===== config.mk =====
export PLATFORM = sky130hd
export DESIGN_NAME = rv_regfile_sb
export DESIGN_NICKNAME = d
export VERILOG_FILES = /design/src/rtl/rv_regfile_sb.sv
export SDC_FILE = /design/constraint.sdc
export NUM_CORES = 2
export LEC_CHECK = 0
export BUFFER_PORTS_ARGS = -buffer_cell sky130_fd_sc_hd__buf_2
export CAP_MARGIN = 15
export CORE_ASPECT_RATIO = 1.75
export CORE_UTILIZATION = 47
export DETAILED_ROUTE_END_ITERATION = 16
export GPL_TIMING_DRIVEN = 1
export PLACE_DENSITY = 0.67
export SYNTH_ARGS = -nofsm -noshare
export SYNTH_HDL_FRONTEND = slang
export SYNTH_SLANG_ARGS = --single-unit

===== constraint.sdc =====
create_clock -name sys_clk -period 7.6 [get_ports sys_clk]
set_input_delay 1.9 -clock sys_clk [delete_from_list [all_inputs] [get_ports sys_clk]]
set_output_delay 1.9 -clock sys_clk [all_outputs]
set_load 0.01 [all_outputs]

===== src/rtl/rv_regfile_sb.sv =====
// RV32I/RV32E integer register file: two combinational read ports, one write-back port,
// optional write-through bypass, per-register busy scoreboard, flush and illegal-register flag.
`timescale 1ns/1ps
module rv_regfile_sb #(
    parameter int XLEN   = 32,
    parameter int NREGS  = 32,
    parameter bit BYPASS = 1'b1
) (
    input  logic            sys_clk,
    input  logic            sys_reset_n,
    input  logic [4:0]      rs1_addr,
    input  logic [4:0]      rs2_addr,
    output logic [XLEN-1:0] rs1_data,
    output logic [XLEN-1:0] rs2_data,
    output logic            rs1_busy,
    output logic            rs2_busy,
    input  logic            issue_valid,
    input  logic [4:0]      issue_rd,
    output logic            rd_busy,
    input  logic            wb_valid,
    input  logic [4:0]      wb_rd,
    input  logic [XLEN-1:0] wb_data,
    input  logic            flush,
    output logic            illegal
);

    localparam int AW = $clog2(NREGS);

    function automatic logic is_legal(input logic [4:0] a);
        return ({1'b0, a} < 6'(NREGS));
    endfunction

    // A register that can actually hold state: in range and not x0.
    function automatic logic is_target(input logic [4:0] a);
        return is_legal(a) && (a != 5'd0);
    endfunction

    logic [XLEN-1:0]  regs_q [NREGS];
    logic [XLEN-1:0]  regs_d [NREGS];
    logic [NREGS-1:0] busy_q;
    logic [NREGS-1:0] busy_d;

    logic [AW-1:0]    wb_idx;
    logic [AW-1:0]    iss_idx;
    logic             wb_en;
    logic             iss_en;

    assign wb_idx  = wb_rd[AW-1:0];
    assign iss_idx = issue_rd[AW-1:0];
    assign wb_en   = wb_valid && is_target(wb_rd);
    assign iss_en  = issue_valid && is_target(issue_rd);

    always_comb begin
        for (int i = 0; i < NREGS; i++) begin
            regs_d[i] = regs_q[i];
        end
        busy_d = busy_q;
        if (wb_en) begin
            regs_d[wb_idx] = wb_data;
            busy_d[wb_idx] = 1'b0;
        end
        // Flush drops any reservation this cycle; otherwise a reservation overrides
        // a same-edge release because it belongs to a newer producer.
        if (flush) begin
            busy_d = '0;
        end else if (iss_en) begin
            busy_d[iss_idx] = 1'b1;
        end
        regs_d[0] = '0;
        busy_d[0] = 1'b0;
    end

    always_ff @(posedge sys_clk or negedge sys_reset_n) begin
        if (!sys_reset_n) begin
            for (int i = 0; i < NREGS; i++) begin
                regs_q[i] <= '0;
            end
            busy_q <= '0;
        end else begin
            for (int i = 0; i < NREGS; i++) begin
                regs_q[i] <= regs_d[i];
            end
            busy_q <= busy_d;
        end
    end

    logic [4:0]      rs_addr [2];
    logic [XLEN-1:0] rs_data [2];
    logic            rs_busy [2];

    assign rs_addr[0] = rs1_addr;
    assign rs_addr[1] = rs2_addr;

    always_comb begin
        for (int p = 0; p < 2; p++) begin
            rs_data[p] = '0;
            rs_busy[p] = 1'b0;
            if (sys_reset_n && is_target(rs_addr[p])) begin
                if (BYPASS && wb_valid && (wb_rd == rs_addr[p])) begin
                    rs_data[p] = wb_data;
                    rs_busy[p] = issue_valid && (issue_rd == rs_addr[p]);
                end else begin
                    rs_data[p] = regs_q[rs_addr[p][AW-1:0]];
                    rs_busy[p] = busy_q[rs_addr[p][AW-1:0]];
                end
            end
        end
    end

    assign rs1_data = rs_data[0];
    assign rs2_data = rs_data[1];
    assign rs1_busy = rs_busy[0];
    assign rs2_busy = rs_busy[1];

    assign rd_busy = sys_reset_n && is_target(issue_rd) && busy_q[iss_idx];
    assign illegal = !is_legal(rs1_addr) || !is_legal(rs2_addr) ||
                     (issue_valid && !is_legal(issue_rd));

endmodule


== Word-level counts from Yosys, hierarchy flattened ==
Cells that the tools add are included.

* $lt $le $gt $ge: 10
* Mux-type cells: 30
* Reductions and logical operators: 17
* Bitwise operators: 6
* Eq/ne operators: 4

{| class="wikitable"
|+ Operators by type and width
! operator !! count
|-
| 1024-bit bitwise mux || 1
|-
| 32-bit 2-to-1 mux || 12
|-
| 32-bit binary-select mux with 5-bit select || 2
|-
| 32-bit demux with 5-bit select || 1
|-
| 32-bit AND || 1
|-
| 32-bit inverter || 1
|-
| 32-bit OR || 1
|-
| 5-bit by 6-bit less-than comparator with 1-bit output, second input constant || 4
|-
| 5-bit == test || 4
|-
| 5-bit nonzero test || 4
|-
| 6-bit greater-or-equal comparator, second input constant || 3
|-
| 5-bit inverter with 6-bit output || 3
|-
| 1-bit binary-select mux with 5-bit select || 3
|-
| 1-bit logical AND || 13
|-
| 1-bit demux with 5-bit select || 2
|-
| 5-bit by 1-bit greater-or-equal comparator with 1-bit output, second input constant || 2
|-
| 1-bit 2-to-1 mux || 9
|-
| 6-bit by 1-bit less-than comparator with 1-bit output, second input constant || 1
|}

* Output and inout port bits: 68
* Register bits: 1,023
* Word-level logic and storage cells: 99
* Bits of input ports: 57

== Logic depth before layout (Yosys ltp) ==
* Depth in word-level cells: 10
* Gate-level depth with buffers: 10
* Gate-level depth less buffers: 5

== Least setup slack after synthesis ==
Ideal clock, no wire load.

* Path type: in2out
* From: in rs1_addr[0]
* To: out rs1_data[10]
* Data required time: 5,700 ps
* Arrival time: 3,562 ps
* Stages on the path: 8
* Setup slack: 2,138 ps
* Buffers on the path: 3
* Cells stage by stage: buf_6 -> buf_6 -> buf_6 -> mux4_2 -> a22oi_1 -> o31ai_1 -> a2111oi_2 -> nor2_1

* Word-level cells in the longest chain between the ends: 6
* Elaborated cells on any way between the ends: 10
* Those cells by class: eq/ne: 1; mux: 5; bitwise: 1; reduce/logical: 3

{| class="wikitable"
|+ RTL lines
! element !! line !! RTL
|-
| start, declared || 11 || <nowiki>input logic [4:0] rs1_addr,</nowiki>
|-
| 5-bit inverter with 6-bit output (implied by the code) || 103 || <nowiki>rs_data[p] = regs_q[rs_addr[p][AW-1:0]];</nowiki>
|-
| 32-bit binary-select mux with 5-bit select || 103 ||
|-
| 32-bit 2-to-1 mux (implied by the code) (2 in a row) || 103 ||
|-
| 32-bit 2-to-1 mux || 99 || <nowiki>if (BYPASS && wb_valid && (wb_rd == rs_addr[p])) begin</nowiki>
|-
| 32-bit 2-to-1 mux * || 98 || <nowiki>if (sys_reset_n && is_target(rs_addr[p])) begin</nowiki>
|-
| end, declared || 13 || <nowiki>output logic [XLEN-1:0] rs1_data,</nowiki>
|}

Mark *: on every way between the ends. The rest lies on a longest branch, timed or not. The select of a mux whose other input is x is not followed.

== Final worst setup path ==
* From: in rs1_addr[1]
* To: out rs1_data[4]

Same word-level chain as after synthesis.

==> reports/metrics.csv <==
stage,metric,value,unit
status,status,finished clean,
clock_tree,cts_hold_buf,0,
clock_tree,cts_sinks,1023,
synth,synthTopCellsByCount,"1064 x mux2_2, 1023 x dfrtp_1, 354 x mux4_2, 241 x mux2i_1, 203 x clkbuf_1",
grt,grt-ovfl-total,0,
timing,hold_slack,0.519,ns
clock_tree,cts.path.max_buffers,3,
critical_path,critPathLaunchType,primary input,
placed_design,io_buffers,123,
power_and_ir_drop,power.leakage,0.0270,µW
clock_tree,post_cts_resize_count,0,
detailed_routing,drc,0,
placed_design,gp_routability_congestion,0.908,
synth,ys_warn_count,0,
detailed_routing,wl_per_cell,36.1,µm
critical_path,cp_data_required_time,5.70,ns
synth,yosysTopAreaCell,dfrtp_1,
power_and_ir_drop,clkPwrFrac,0.339,
timing,setup_viol,0,
final_layout,num-fill-cells,10000,
final_layout,seq_area,25600,µm²
grt,gr-usage-all-layers,0.337,
timing,maxSlewHeadroom,0.218,
clock_tree,cts_tree,built,
power_and_ir_drop,power_density,260,nW/µm²
critical_path,crit_path_end_kind,primary output,
detailed_routing,first_iter_violations,4621,
synth,syn_nets,4187,
detailed_routing,vias_per_cell,7.14,
die,core,120000,µm²
timing,fin_skew,0,ns
timing,worst_slew_pin_slew,1.17,ns
grt,grt_max_degree,196,
synth,syn-instance-count,4130,
grt,antenna_found_initial,17,
timing,post-route-min-period,6.79,ns
die,ios,125,
clock_tree,h-tree-depth,3,
run,drv_cap,0,
detailed_routing,totalWireLength,205,mm
timing,hold_viol,0,
final_layout,drive_gt1_frac,0.465,
synth,synth_ff_type,dfrtp_1,
timing,max_freq,0.147,GHz
clock_tree,numCtsBuffers,101,
power_and_ir_drop,combPwrFrac,0.209,
critical_path,arrival,4.89,ns
power_and_ir_drop,p_seq_frac,0.452,
power_and_ir_drop,ir_worst_vdd,0.158,mV
clock_tree,ctsRootBufferMaster,clkbuf_16,
final_layout,multi_input_area,29000,µm²
timing,layout_setup_ws,0.807,ns
synth,yosysSeqAreaShare,0.452,
synth,yosys_register_bits,1023,
placed_design,place_hpwl,125,mm
synth,synth.area.top_cells,"dfrtp_1 45%, mux2_2 21%, mux4_2 14%",
timing,fin_setup_tns,0,ns
timing,slew_viol_final,0,
placed_design,place_inst,5481,
power_and_ir_drop,p_int,11500,µW
critical_path,path_max_fanout,35,
placed_design,dp_slack,0.970,ns
hold_path,hp-class,flip-flop to flip-flop,
final_layout,fin_cells,5674,
synth,yosysMostFrequentCell,mux2_2,
final_layout,final_util,0.520,
power_and_ir_drop,sw_frac_of_total,0.285,
die,die_h,461,µm
detailed_routing,ant_nets,0,
synth,synth_top_area_frac,0.452,
timing,fin_crit_sh,0.894,
synth,synth_edf_count,0,
final_layout,fin_nets,4111,
synth,synth.avg_cell_area,13.7,µm²
synth,synth_cell_type_count,70,
die,start_util,0.473,
die,die_area,122000,µm²
final_layout,syn_to_final_growth,9.84,%
synth,synthArstFlopShare,1.00,
die,rows,168,
critical_path,critPathKind,primary input to primary output,
clock_tree,clk_pin_slew_worst_paths,0.06,ns
timing,rsz0062_at_grt,no,
clock_tree,postCtsSetupRepairBufs,0,
detailed_routing,drt_first_pass_iters,8,
clock_tree,insertion_delay,0.71,ns
power_and_ir_drop,switchingPower,4600,µW
grt,grt_pass1_wl,295,mm
synth,synth_area,56600,µm²
grt,grt_pass1_vias,41600,
detailed_routing,vias,40500,
die,die_w,264,µm
## worst max-delay path: stages
cell	delay (ns)
buf_8	0.32
nor2b_4	0.88
buf_4	0.37
a22o_1	0.17
a211oi_1	0.07
a211oi_1	0.87
buf_2	0.28
## per-stage QoR
step | total power (µW) | cell area [µm²]
finish | 16100 | 62200
global route | 16700 | 62200
CTS | 16100 | 62100
detailed placement | 10700 | 58600
global placement | 10600 | 58600
floorplan | 9540 | 56600
## path summary, 6_finish.rpt
path	from	endpoint	slack, ns	depth (start not counted)
worst max-delay path	rs1_addr[1]	rs1_data[4]	0.81	7
worst min-delay path	regs_q[593]	regs_q[593]	0.52	1
worst max register to register	regs_q[668]	regs_q[668]	6.70	1
worst min register to register	regs_q[593]	regs_q[593]	0.52	1
max in group asynchronous	sys_reset_n	regs_q[347]	3.40	4
min in group asynchronous	sys_reset_n	regs_q[92]	1.07	1
## metal layers
layer	wire length (µm)	up-vias	global-route usage
met4	18400	14	0.261
met1	72200	21400	0.399
met2	96100	2400	0.537
met3	18200	883	0.0717
li1	-	15800	-
met5	86	-	0
## flip-flops by register name, indices dropped and copies added, names as in the netlist
name    cells
busy_q     31
regs_q    992
## power by group through the flow
stage	sequential, µW	combinational [µW]	clock [µW]
3_5_place_dp	7350	3340	0
2_1_floorplan	7050	2480	0
3_3_place_gp	7280	3280	0
4_1_cts	7250	3350	5520
5_1_grt	7400	3570	5720
6_report	7290	3370	5470
## final cells by class
type	count	share of cell area
antenna	8	0.000322
clock buffer	131	0.0459
clock inverter	54	0.0113
inverter	13	0.000845
multi-input combinational	2642	0.466
sequential	1023	0.412
tap	1530	0.0308
timing repair buffer	273	0.0330
## placed cells by master, fill, tap and decap left out, drive strengths merged, types with 13 or more instances in the layout
master   instances
a2111oi         14
a211oi          41
a21oi           62
a221oi          37
a22oi           76
and3            17
and3b           13
buf            273
bufinv          16
clkbuf         131
clkinv          32
dfrtp         1023
mux2          1081
mux2i          241
mux4           354
nand2          130
nand2b          15
nand3           21
nor2           122
nor2b           34
nor3            35
nor4            20
o21ai           14
o221ai          84
o22ai           63
o32a            30
## cell families (layout without fill, tap and decap cells)
family,Yosys count,in the layout,synth area share
buf+inv,465,471,0.0386
other cells,1,9,0.0000663
xor+xnor,20,20,0.00309
mux,1676,1676,0.399
compound gates,506,506,0.0697
simple gates,439,439,0.0377
flops,1023,1023,0.452
Note: power is estimated with default switching activity, not from simulation.
